`src/rtl/dcache_pkg.sv`:
```
// Shared field widths, line layout and FSM encoding for the data cache controller.
package dcache_pkg;

    localparam int ADDR_W   = 23;
    localparam int WORD_W   = 16;
    localparam int TAG_W    = 16;
    localparam int INDEX_W  = 5;
    localparam int OFFSET_W = 2;
    localparam int WORDS    = 4;
    localparam int LINE_W   = 82;

    typedef logic [TAG_W-1:0]    tag_t;
    typedef logic [INDEX_W-1:0]  index_t;
    typedef logic [OFFSET_W-1:0] offset_t;
    typedef logic [WORD_W-1:0]   word_t;

    // Packed so the struct maps bit-for-bit onto the 82-bit RAM line:
    // [81:66] tag, [65:2] words (word n at 16n+17:16n+2), [1] dirty, [0] valid.
    typedef struct packed {
        tag_t                   tag;
        logic [WORDS-1:0][WORD_W-1:0] words;
        logic                   dirty;
        logic                   valid;
    } line_t;

    typedef enum logic [2:0] {
        ST_IDLE    = 3'd0,
        ST_LOOKUP  = 3'd1,
        ST_COMPARE = 3'd2,
        ST_WBACK   = 3'd3,
        ST_REFILL  = 3'd4,
        ST_FILL    = 3'd5
    } state_e;

    // Word address of one beat of a line burst.
    function automatic logic [ADDR_W-1:0] burst_addr(input tag_t tag, input index_t index,
                                                     input offset_t beat);
        return {tag, index, beat};
    endfunction

endpackage

```
`src/rtl/dcache_ctrl_if.sv`:
```
// Backing-memory word bus between the cache controller (master) and memory (slave).
interface dcache_ctrl_if;
    import dcache_pkg::*;

    logic              o_mem_req;
    logic              o_mem_we;
    logic [ADDR_W-1:0] o_mem_addr;
    word_t             o_mem_data;
    word_t             i_mem_data;
    logic              i_mem_ack;

    modport master (
        output o_mem_req, o_mem_we, o_mem_addr, o_mem_data,
        input  i_mem_data, i_mem_ack
    );

    modport slave (
        input  o_mem_req, o_mem_we, o_mem_addr, o_mem_data,
        output i_mem_data, i_mem_ack
    );

endinterface

```
`src/rtl/dcache_ctrl.sv`:
```
// Direct-mapped, write-back, write-allocate data cache controller.
// One 82-bit line per RAM entry, 4-word bursts to backing memory.
module dcache_ctrl
    import dcache_pkg::*;
(
    input  logic               i_clk,
    input  logic               i_rst,
    // CPU side
    input  logic               i_req,
    input  logic               i_we,
    input  logic [ADDR_W-1:0]  i_addr,
    input  word_t              i_data,
    output word_t              o_data,
    output logic               o_ack,
    output logic               o_busy,
    // Backing memory side
    dcache_ctrl_if.master      mem,
    // Line RAM side (registered read)
    output index_t             o_ram_addr,
    output logic [LINE_W-1:0]  o_ram_data,
    output logic               o_ram_we,
    input  logic [LINE_W-1:0]  i_ram_data
);

    state_e            state_q, state_d;
    logic              we_q, we_d;
    logic [ADDR_W-1:0] addr_q, addr_d;
    word_t             wdata_q, wdata_d;
    offset_t           cnt_q, cnt_d;
    line_t             buf_q, buf_d;
    word_t             data_q, data_d;

    tag_t    req_tag;
    index_t  req_index;
    offset_t req_offset;
    line_t   ram_line;
    logic    hit;
    logic    mem_ack;
    line_t   hit_line;
    line_t   fill_line;

    assign req_tag    = addr_q[22:7];
    assign req_index  = addr_q[6:2];
    assign req_offset = addr_q[1:0];
    assign ram_line   = line_t'(i_ram_data);
    assign hit        = ram_line.valid && (ram_line.tag == req_tag);
    // Acks outside a burst never reach the counter or the buffer.
    assign mem_ack    = mem.i_mem_ack && (state_q == ST_WBACK || state_q == ST_REFILL);

    assign o_busy     = (state_q != ST_IDLE);
    assign o_ram_addr = req_index;

    // State register.
    always_ff @(posedge i_clk) begin
        // NOTE: sequential state uses non-blocking assignment so every flop samples pre-edge values.
        if (i_rst) state_q <= ST_IDLE;
        else       state_q <= state_d;
    end

    // Datapath registers: request latch, burst counter, line buffer, read-data hold.
    always_ff @(posedge i_clk) begin
        if (i_rst) begin
            we_q    <= 1'b0;
            addr_q  <= '0;
            wdata_q <= '0;
            cnt_q   <= '0;
            buf_q   <= '0;
            data_q  <= '0;
        end else begin
            we_q    <= we_d;
            addr_q  <= addr_d;
            wdata_q <= wdata_d;
            cnt_q   <= cnt_d;
            buf_q   <= buf_d;
            data_q  <= data_d;
        end
    end

    // Next-state logic.
    always_comb begin
        // NOTE: every combinational output gets a default first, so no path can infer a latch.
        state_d = state_q;
        case (state_q)
            ST_IDLE:    if (i_req) state_d = ST_LOOKUP;
            ST_LOOKUP:  state_d = ST_COMPARE;
            ST_COMPARE: begin
                if (hit)                                  state_d = ST_IDLE;
                else if (ram_line.valid && ram_line.dirty) state_d = ST_WBACK;
                else                                      state_d = ST_REFILL;
            end
            ST_WBACK:   if (mem_ack && cnt_q == 2'd3) state_d = ST_REFILL;
            ST_REFILL:  if (mem_ack && cnt_q == 2'd3) state_d = ST_FILL;
            ST_FILL:    state_d = ST_IDLE;
            default:    state_d = ST_IDLE;
        endcase
    end

    // Datapath next values: latch on acceptance, capture victim on miss, count and fill beats.
    always_comb begin
        we_d    = we_q;
        addr_d  = addr_q;
        wdata_d = wdata_q;
        cnt_d   = cnt_q;
        buf_d   = buf_q;
        data_d  = o_data;
        if (state_q == ST_IDLE && i_req) begin
            we_d    = i_we;
            addr_d  = i_addr;
            wdata_d = i_data;
        end
        if (state_q == ST_COMPARE && !hit) begin
            buf_d = ram_line;
        end
        if (mem_ack) begin
            cnt_d = cnt_q + 2'd1;
        end
        if (mem_ack && state_q == ST_REFILL) begin
            buf_d.words[cnt_q] = mem.i_mem_data;
        end
    end

    // Outputs: CPU ack/data, RAM write, memory burst signals.
    always_comb begin
        hit_line                    = ram_line;
        hit_line.words[req_offset]  = wdata_q;
        hit_line.dirty              = 1'b1;
        hit_line.valid              = 1'b1;

        fill_line.tag   = req_tag;
        fill_line.words = buf_q.words;
        if (we_q) fill_line.words[req_offset] = wdata_q;
        fill_line.dirty = we_q;
        fill_line.valid = 1'b1;

        o_ack          = 1'b0;
        o_data         = data_q;
        o_ram_we       = 1'b0;
        o_ram_data     = '0;
        mem.o_mem_req  = 1'b0;
        mem.o_mem_we   = 1'b0;
        mem.o_mem_addr = '0;
        mem.o_mem_data = '0;

        case (state_q)
            ST_COMPARE: begin
                if (hit) begin
                    o_ack  = 1'b1;
                    o_data = we_q ? wdata_q : ram_line.words[req_offset];
                    if (we_q) begin
                        o_ram_we   = 1'b1;
                        o_ram_data = hit_line;
                    end
                end
            end
            ST_WBACK: begin
                mem.o_mem_req  = 1'b1;
                mem.o_mem_we   = 1'b1;
                mem.o_mem_addr = burst_addr(buf_q.tag, req_index, cnt_q);
                mem.o_mem_data = buf_q.words[cnt_q];
            end
            ST_REFILL: begin
                mem.o_mem_req  = 1'b1;
                mem.o_mem_addr = burst_addr(req_tag, req_index, cnt_q);
            end
            ST_FILL: begin
                o_ram_we   = 1'b1;
                o_ram_data = fill_line;
                o_ack      = 1'b1;
                o_data     = fill_line.words[req_offset];
            end
            default: ;
        endcase
    end

endmodule

```
`src/flat_wrapper.sv`:
```
// flat-port wrapper written by rule: the top's interface ports become plain ports
module dcache_ctrl_flat import dcache_pkg::*;
  (i_clk, i_rst, i_req, i_we, i_addr, i_data, o_data, o_ack, o_busy, o_ram_addr, o_ram_data, o_ram_we, i_ram_data, mem_o_mem_req, mem_o_mem_we, mem_o_mem_addr, mem_o_mem_data, mem_i_mem_data, mem_i_mem_ack);
  dcache_ctrl_if mem_i ();
  input  logic i_clk;
  input  logic i_rst;
  input  logic i_req;
  input  logic i_we;
  input  logic [ADDR_W-1:0] i_addr;
  input  word_t i_data;
  output word_t o_data;
  output logic o_ack;
  output logic o_busy;
  output index_t o_ram_addr;
  output logic [LINE_W-1:0] o_ram_data;
  output logic o_ram_we;
  input  logic [LINE_W-1:0] i_ram_data;
  output wire logic [$bits(mem_i.o_mem_req)-1:0] mem_o_mem_req;
  output wire logic [$bits(mem_i.o_mem_we)-1:0] mem_o_mem_we;
  output wire logic [$bits(mem_i.o_mem_addr)-1:0] mem_o_mem_addr;
  output wire logic [$bits(mem_i.o_mem_data)-1:0] mem_o_mem_data;
  input wire logic [$bits(mem_i.i_mem_data)-1:0] mem_i_mem_data;
  input wire logic [$bits(mem_i.i_mem_ack)-1:0] mem_i_mem_ack;
  assign mem_o_mem_req = mem_i.o_mem_req;
  assign mem_o_mem_we = mem_i.o_mem_we;
  assign mem_o_mem_addr = mem_i.o_mem_addr;
  assign mem_o_mem_data = mem_i.o_mem_data;
  assign mem_i.i_mem_data = mem_i_mem_data;
  assign mem_i.i_mem_ack = mem_i_mem_ack;
  dcache_ctrl u_core (.i_clk(i_clk), .i_rst(i_rst), .i_req(i_req), .i_we(i_we), .i_addr(i_addr), .i_data(i_data), .o_data(o_data), .o_ack(o_ack), .o_busy(o_busy), .mem(mem_i), .o_ram_addr(o_ram_addr), .o_ram_data(o_ram_data), .o_ram_we(o_ram_we), .i_ram_data(i_ram_data));
endmodule
```
`config.mk`:
```
export PLATFORM = sky130hd
export DESIGN_NAME = dcache_ctrl_flat
export DESIGN_NICKNAME = d
export VERILOG_FILES = /design/src/rtl/dcache_pkg.sv /design/src/rtl/dcache_ctrl_if.sv /design/src/rtl/dcache_ctrl.sv /design/src/flat_wrapper.sv
export SDC_FILE = /design/constraint.sdc
export NUM_CORES = 1
export LEC_CHECK = 0
export CAP_MARGIN = 30
export CORE_UTILIZATION = 46
export DETAILED_ROUTE_END_ITERATION = 8
export HOLD_SLACK_MARGIN = 0.1
export PLACE_DENSITY = 0.89
export SYNTH_ARGS = -nofsm -noshare
export SYNTH_HDL_FRONTEND = slang
export SYNTH_SLANG_ARGS = --single-unit
```
`constraint.sdc`:
```
create_clock -name i_clk -period 2.36 [get_ports i_clk]
set_input_delay 0.236 -clock i_clk [delete_from_list [all_inputs] [get_ports i_clk]]
set_output_delay 0.236 -clock i_clk [all_outputs]
set_load 0.02 [all_outputs]
```
==> results of run 1 <==
[cells in the mapped netlist, types with 3 or more instances]
master / n / area, um^2
buf_4: 6 / 45.0
buf_6: 6 / 67.6
o21ai_0: 84 / 420
a21oi_1: 75 / 375
a2111oi_0: 64 / 561
a222oi_1: 33 / 330
inv_1: 7 / 26.3
nor3_1: 3 / 15.0
xnor2_1: 7 / 61.3
buf_1: 11 / 41.3
nand2_1: 91 / 342
a22o_1: 31 / 272
xor2_1: 7 / 61.3
and3_1: 4 / 25.0
clkbuf_1: 116 / 435
buf_2: 36 / 180
a211oi_1: 80 / 601
nand3b_1: 3 / 22.5
or3_1: 64 / 400
nor2b_1: 6 / 37.5
ha_1: 4 / 50.1
mux2i_1: 145 / 1450
o22ai_1: 65 / 407
mux2_2: 64 / 721
dfxtp_1: 141 / 2820
nand3_1: 6 / 30.0
and2_1: 20 / 125
nor4_1: 18 / 113
nor2_1: 92 / 345
nand2b_1: 34 / 213
mux4_2: 16 / 360
[per-layer routing]
layer	GRT overflow	track usage, %
met5	0	28.8
met4	1	65.1
met3	0	58.7
met2	5	83.8
met1	0	66.5
[what timing repair did]
item / CTS
pin swaps: 39
gates cloned: 8
setup buffers: 60
resized for setup: 568
setup endpoints to repair: 222
[logic make-up after synthesis]
group	Yosys count
compound gates	438
fa+ha+maj	4
buf+inv	182
simple gates	351
xor+xnor	14
mux	225
flops	141
[through the flow]
| step | instance area, um^2 | worst slack [ps] | utilization, % | hold slack (ps) | TNS, ps |
|---|---|---|---|---|---|
| detailed placement | 17100 | -1050 | 72.7 | 464 | -130070 |
| CTS | 18600 | -638 | 79.2 | 324 | -57410 |
| floorplan | 11600 | -88.9 | - | 372 | -2760 |
| global placement | 17100 | -888 | 72.7 | 458 | -120030 |
==> results.sh, run 1 <==
export IMPL_synth_enable_flop_cells=0
export IMPL_grt_max_degree=71
export IMPL_placement_rows=56
export IMPL_ys_async_sr_fraction_pct=0
export IMPL_cts_htree_levels=4
export IMPL_synthFlopType="dfxtp_1"
export IMPL_io_buffers=288
export IMPL_grt_usage_pct=68.4
export IMPL_ys_types=47
export IMPL_cts_root_buffer="clkbuf_16"
export IMPL_detailed_place_hpwl_mm=39.4
export IMPL_synth_xor_area_share_pct=1.11
export IMPL_placedCellCount=2133
export IMPL_globalRouteOverflowTotal=6
export IMPL_flow_stopped_at="5_1_grt"
export IMPL_yosys_warnings=0
export IMPL_syn_avg_cell_area_um2=8.19
export IMPL_status="did not finish"
export IMPL_post_synth_fa_ha_maj_area_fraction_pct=0.451
export IMPL_hold_buffers=0
export IMPL_die_height_um=157
export IMPL_register_area_share_after_synthesis_pct=25.4
export IMPL_ys_seq_elements=141
export IMPL_synth_compound_area_share_pct=27.1
export IMPL_first_error="[ERROR GRT-0232] Routing congestion too high. Check the congestion heatmap in the GUI."
export IMPL_yosys_mux_area_fraction_pct=22.8
export IMPL_post_synthesis_cell_count=1355
export IMPL_mappedNetlistNets=1501
export IMPL_floorplan_initialDensity_pct=47.1
export IMPL_die_width_um=157
export IMPL_clock_tree_buffer_depth=2
export IMPL_cts_buffers=17
export IMPL_clock_sink_count=141
export IMPL_post_synth_and_or_nand_nor_area_fraction_pct=15.9
export IMPL_gpl_final_weighted_congestion=1.14
export IMPL_boundaryPins=289
export IMPL_synth_top_family_by_area="compound AO/OA/AOI/OAI gates"
export IMPL_synth_area_um2=11100
==> run 2: changes to the inputs <==
Settings changed: CORE_UTILIZATION 46 to 40, HOLD_SLACK_MARGIN 0.1 to unset, PLACE_DENSITY 0.89 to unset, PLACE_DENSITY_LB_ADDON set to 0.15.
Clock period 2.36 ns to 3.07 ns, I/O delays scaled along.
==> run 2 against run 1 <==
  * The flow now finishes, with violations (setup timing)
  * Area after synthesis is the same
  * Synthesized cell count is the same
==> results.sh, run 2 <==
export IMPL_synth_area_um2=11100
export IMPL_core_region_area_um2=27100
export IMPL_vdd_ir_drop_max_v=0.000271
export IMPL_fin_worst_skew_ps=12.7
export IMPL_synth_enable_flop_cells=0
export IMPL_post_synthesis_cell_count=1355
export IMPL_path_clk_slew_ps=70
export IMPL_power_per_cell_area_nw_per_um2=375
export IMPL_tritoncts="done"
export IMPL_firstDrtPassIters=8
export IMPL_cts_buffers=17
export IMPL_syn_avg_cell_area_um2=8.19
export IMPL_crit_top_cell="buf_6"
export IMPL_crit_path_end_kind="primary output"
export IMPL_ys_async_sr_fraction_pct=0
export IMPL_post_route_cells_drive_above_1_share_pct=24.3
export IMPL_max_cap_viol_count=0
export IMPL_synthMostInstantiatedCell="mux2i_1"
export IMPL_drtIter0Drc=1920
export IMPL_ys_types=47
export IMPL_static_leakage_power_nw=6.55
export IMPL_failed_checks="setup timing"
export IMPL_cts_htree_levels=4
export IMPL_floorplan_die_area_um2=28400
export IMPL_final_setup_violations=3
export IMPL_number_of_flip_flops_under_the_largest_register_name=80
export IMPL_register_area_share_after_synthesis_pct=25.4
export IMPL_yosys_area_top_type_share_pct=25.4
export IMPL_post_synth_most_frequent_cells="145 x mux2i_1, 141 x dfxtp_1, 116 x clkbuf_1"
export IMPL_mostFrequentLayoutCells="187 x clkdlybuf4s50_1, 145 x mux2i_1, 140 x buf_4"
export IMPL_detail_route_vias_per_cell=6.62
export IMPL_die_width_um=169
export IMPL_timing_max_transition_violations_final=0
export IMPL_finalHoldViolCount=0
export IMPL_grt_usage_pct=36.8
export IMPL_io_buffers=288
export IMPL_worst_endpoint_required_ps=2760
export IMPL_fin_area_um2=15700
export IMPL_critPathMaxFanout=6
export IMPL_antenna_found_initial=1
export IMPL_busiest_layer="met2"
export IMPL_post_synth_main_area_contributors="dfxtp_1 25%, mux2i_1 13%, mux2_2 6.5%"
export IMPL_drt_wl_total_mm=53.9
export IMPL_routed_via_count=13500
export IMPL_measured_slew_at_the_worst_slew_check_pin_ps=905
export IMPL_die_height_um=169
export IMPL_yosys_warnings=0
export IMPL_grt_max_degree=71
export IMPL_floorplan_initialDensity_pct=40.9
export IMPL_met3_usage_grt_pct=8.58
export IMPL_worst_endpoint_arrival_ps=2820
export IMPL_clock_tree_buffer_depth=2
export IMPL_timing_critical_path_cells="buf_6 -> clkbuf_16 -> buf_6 -> mux2_4 -> a222oi_1 -> o21ai_1 -> nor4_4 -> a21oi_2 -> buf_4"
export IMPL_finalWorstPathRequiredPeriod_ps=3130
export IMPL_ys_seq_elements=141
export IMPL_grt_met2_usage_pct=57.4
export IMPL_timing_setup_critical_path_class="flip-flop to primary output"
export IMPL_top_register="u_core.buf_q"
export IMPL_clock_sink_count=141
export IMPL_relSlewSlack_pct=39.6
export IMPL_clock_insertion_delay_worst_skew_ps=430
export IMPL_placement_rows=60
export IMPL_finalWorstSetupSlack_ps=-60.0
export IMPL_number_of_global_route_vias_before_repair=12900
export IMPL_min_delay_path_class="primary input to flip-flop"
export IMPL_max_freq_mhz=319
export IMPL_totalNegativeSetupSlack_ps=-81.7
export IMPL_critPathSlowestCell="a222oi_1"
export IMPL_placed_area_um2=14900
export IMPL_grt_setup_unrepaired="true"
export IMPL_finalNetCount=1794
export IMPL_status="complete, but fails checks"
export IMPL_cts_root_buffer="clkbuf_16"
export IMPL_biggestRegsByFlops="u_core.buf_q (80), u_core.addr_q (23)"
export IMPL_timing_critical_path_slowest_cell_delay_ps=520
export IMPL_synthFlopType="dfxtp_1"
export IMPL_layout_commonest_cell="clkdlybuf4s50_1"
export IMPL_grt_first_pass_wirelength_mm=79.6
export IMPL_final_antenna_net_count=0
export IMPL_routedWlPerCell_um=26.5
export IMPL_synth_area_leader_cell="dfxtp_1"
export IMPL_met1_usage_pct=45.4
export IMPL_drt_drc_violations_left=0
export IMPL_cp_start_kind="flip-flop"
export IMPL_layout_worst_path_cycle_share_pct=102
export IMPL_globalRouteOverflowTotal=0
export IMPL_detailed_place_hpwl_mm=37.0
export IMPL_boundaryPins=289
export IMPL_post_synthesis_to_final_layout_area_growth_pct=41.4
export IMPL_gpl_final_weighted_congestion=1.05
export IMPL_mappedNetlistNets=1501
run 2: cell counts after synthesis:
Identical to the previous run, type by type.
run 2: stage by stage:
stage               util, %  setup slack [ps]  cells  total power [mW]  hold slack, ps
floorplan                 -               509   1355              2.73             443
global placement       54.9              -523   1970              3.37             458
detailed placement     54.9              -541   1970              3.38             459
CTS                    57.4             -34.8   2009              5.79             325
global route           57.9             -92.2   2033              6.04             358
finish                 57.9             -60.0   2034              5.89             352
run 2: cells by family after synthesis:
kind of cell    share of synthesized area (%)
fa+ha+maj                               0.451
simple gates                             15.9
compound gates                           27.1
buf+inv                                  7.17
flops                                    25.4
xor+xnor                                 1.11
mux                                      22.8
run 2: timing repair:
action,CTS,global route
gates cloned,1,2
setup buffers,6,22
hold buffers,0,0
setup endpoints to repair,100,62
resized for setup,320,96
pin swaps,13,23
run 2: critical path, delay by kind of cell, from the launching register on:
kind	cells	cell delay, ps
DFF	1	380
muxes	1	290
AOI/OAI and AO/OA	3	810
buffers and inverters	4	560
and+or+nand+nor	1	350
run 2: final timing paths:
kind                              to  depth (start not counted)  slack (ps)              start
setup / recovery           o_data[6]                          9         -60   u_core.addr_q[1]
hold / removal    u_core.wdata_q[13]                          2         350              i_rst
setup reg to reg    u_core.buf_q[32]                          8         320  u_core.addr_q[13]
hold reg to reg     u_core.buf_q[79]                          2         470   u_core.buf_q[79]
run 2: layout make-up:
cell class	count	area, um^2
multi-input combinational	1032	7720
clock inverter	14	230
antenna	1	2.50
inverter	7	26.3
sequential	141	2830
tap	372	465
timing repair buffer	449	3980
fill	2484	11400
clock buffer	18	429
run 2: power by group:
group / internal, mW / switching (mW) / leakage, nW / total [mW]
Sequential: 1.92 / 0.165 / 1.15 / 2.09
Combinational: 0.682 / 0.712 / 5.08 / 1.39
Clock: 1.47 / 0.938 / 0.323 / 2.40
run 2: routing by layer:
metal / wire (um) / vias up
met5: 0 / -
met3: 5850 / 263
li1: - / 5768
met2: 23900 / 1066
met4: 3990 / 0
met1: 20100 / 6375
Note: power is estimated with default switching activity, not from simulation.
==> run 3: changes to the inputs <==
Settings changed: SKIP_LAST_GASP set to 1.
==> run 3 against run 2 <==
  * The flow still finishes with violations (setup timing)
  * Wire length decreased by 0.35%
  * Core utilization decreased by 0.59 points
  * Sequential power about the same
  * Cell area decreased by 1.0%
  * Highest routed layer unchanged
  * Sequential share of layout area increased by 0.18 points
  * Total power decreased by 0.45%
  * Die area unchanged
==> results.sh, run 3 (synthesis results as in run 2) <==
export IMPL_firstDrtPassIters=6
export IMPL_critPathMaxFanout=7
export IMPL_number_of_global_route_vias_before_repair=12900
export IMPL_cts_buffers=17
export IMPL_static_leakage_power_nw=6.46
export IMPL_insertedDiodeCount=0
export IMPL_cts_htree_levels=4
export IMPL_whs_ps=350
export IMPL_crit_path_end_kind="primary output"
export IMPL_layout_commonest_cell="clkdlybuf4s50_1"
export IMPL_die_width_um=169
export IMPL_layout_filler_cells=2496
export IMPL_routedWlPerCell_um=26.5
export IMPL_placedCellCount=1970
export IMPL_cp_start_kind="flip-flop"
export IMPL_globalRouteOverflowTotal=0
export IMPL_post_route_cells_drive_above_1_share_pct=23.9
export IMPL_power_per_cell_area_nw_per_um2=377
export IMPL_power_total_mw=5.86
export IMPL_fin_worst_skew_ps=14.0
export IMPL_timing_setup_critical_path_class="flip-flop to primary output"
export IMPL_core_region_area_um2=27100
export IMPL_placement_rows=60
export IMPL_worstHoldPathCells=2
export IMPL_drt_wl_total_mm=53.7
export IMPL_detail_route_vias_per_cell=6.63
export IMPL_layout_worst_path_cycle_share_pct=103
export IMPL_worstPathBufferInverterCount=5
export IMPL_grt_usage_pct=36.8
export IMPL_gpl_final_weighted_congestion=1.05
export IMPL_die_height_um=169
export IMPL_path_clk_slew_ps=70
export IMPL_status="complete, but fails checks"
export IMPL_post_synthesis_to_final_layout_area_growth_pct=39.9
export IMPL_critPathTopFamily="compound AO/OA/AOI/OAI gates"
export IMPL_finalNetCount=1785
export IMPL_biggestRegsByFlops="u_core.buf_q (80), u_core.addr_q (23)"
export IMPL_failed_checks="setup timing"
export IMPL_mostFrequentLayoutCells="188 x clkdlybuf4s50_1, 145 x mux2i_1, 138 x dfxtp_1"
export IMPL_worst_endpoint_required_ps=2760
export IMPL_finalWorstSetupSlack_ps=-105
export IMPL_tritoncts="done"
export IMPL_timing_critical_path_cells="buf_12 -> buf_12 -> buf_4 -> mux2_2 -> a222oi_1 -> o21ai_1 -> nor4_2 -> buf_4 -> a21oi_1 -> clkbuf_2"
export IMPL_antenna_found_initial=0
export IMPL_final_setup_violations=3
export IMPL_stdcell_count=2024
export IMPL_grt_setup_unrepaired="true"
export IMPL_grt_max_degree=71
export IMPL_cts_root_buffer="clkbuf_16"
export IMPL_clock_tree_buffer_depth=2
export IMPL_multi_input_comb_area_um2=7690
export IMPL_max_freq_mhz=315
export IMPL_timing_max_transition_violations_final=0
export IMPL_top_register="u_core.buf_q"
export IMPL_fin_area_um2=15500
export IMPL_finalWorstPathRequiredPeriod_ps=3180
export IMPL_floorplan_initialDensity_pct=40.9
export IMPL_hold_buffers=0
export IMPL_drtIter0Drc=1838
export IMPL_final_antenna_net_count=0
export IMPL_finalCoreUtilization_pct=57.3
export IMPL_routed_via_count=13400
export IMPL_detailed_place_hpwl_mm=37.0
export IMPL_boundaryPins=289
export IMPL_timing_critical_path_slowest_cell_delay_ps=540
export IMPL_io_buffers=288
export IMPL_clock_insertion_delay_worst_skew_ps=430
export IMPL_grt_first_pass_wirelength_mm=79.6
export IMPL_max_cap_viol_count=0
export IMPL_worst_path_stages=10
export IMPL_floorplan_die_area_um2=28400
export IMPL_worst_endpoint_arrival_ps=2870
export IMPL_measured_slew_at_the_worst_slew_check_pin_ps=871
export IMPL_ff_latch_area_um2=2830
export IMPL_ff2ff_path_depth=6
export IMPL_relSlewSlack_pct=42.0
export IMPL_placed_area_um2=14900
export IMPL_critPathSlowestCell="a222oi_1"
export IMPL_finalHoldViolCount=0
export IMPL_min_delay_path_class="primary input to flip-flop"
export IMPL_drt_drc_violations_left=0
export IMPL_clock_sink_count=141
export IMPL_number_of_flip_flops_under_the_largest_register_name=80
export IMPL_vdd_ir_drop_max_v=0.000268
## run 3: cell types whose count changed in the layout (fill, tap and decap cells not counted), moves of 3 or more
cell,delta
buf_6,-3
clkbuf_2,+6
clkdlybuf4s15_1,-5
buf_4,-5
## run 3: final timing paths
kind	start	endpoint	slack (ps)
worst max-delay path	u_core.addr_q[1]	o_data[11]	-110
worst min-delay path	i_rst	u_core.wdata_q[13]	350
worst max register to register	u_core.addr_q[17]	u_core.buf_q[32]	370
worst min register to register	u_core.buf_q[79]	u_core.buf_q[79]	480
## run 3: metal layers
metal  part of all wire [%]  vias to the layer above  routed length (um)  GRT usage (%)
met5                      0                        -                   0              0
met4                    8.0                        0                4290           25.0
met3                     11                      273                5650           8.37
met2                     44                     1056               23500           57.2
met1                     38                     6348               20200           45.5
li1                       -                     5749                   -              -
## run 3: final cells by class
type,count,area share [%]
clock inverters,14,1.48
inverters,7,0.169
flip-flops and latches,141,18.2
well taps,372,3.00
clock buffers,18,2.76
multi-input cells,1032,49.6
repair buffers,440,24.8
## run 3: repair_timing
item	in CTS	in global routing
resized for setup	309	90
buffers inserted	6	15
setup endpoints to repair	100	63
gates cloned	1	1
pin swaps	13	24
## run 3: power breakdown
group	total [mW]	switching (mW)	internal, mW
logic	1.37	0.704	0.666
clock network	2.40	0.936	1.47
registers	2.09	0.165	1.92
## run 3: metrics by stage
stage / setup WS, ps / setup TNS [ps]
6_report: -105 / -153
5_1_grt: -128 / -641
4_1_cts: -100 / -433
3_5_place_dp: -541 / -35170
3_3_place_gp: -523 / -32810
2_1_floorplan: 509 / 0
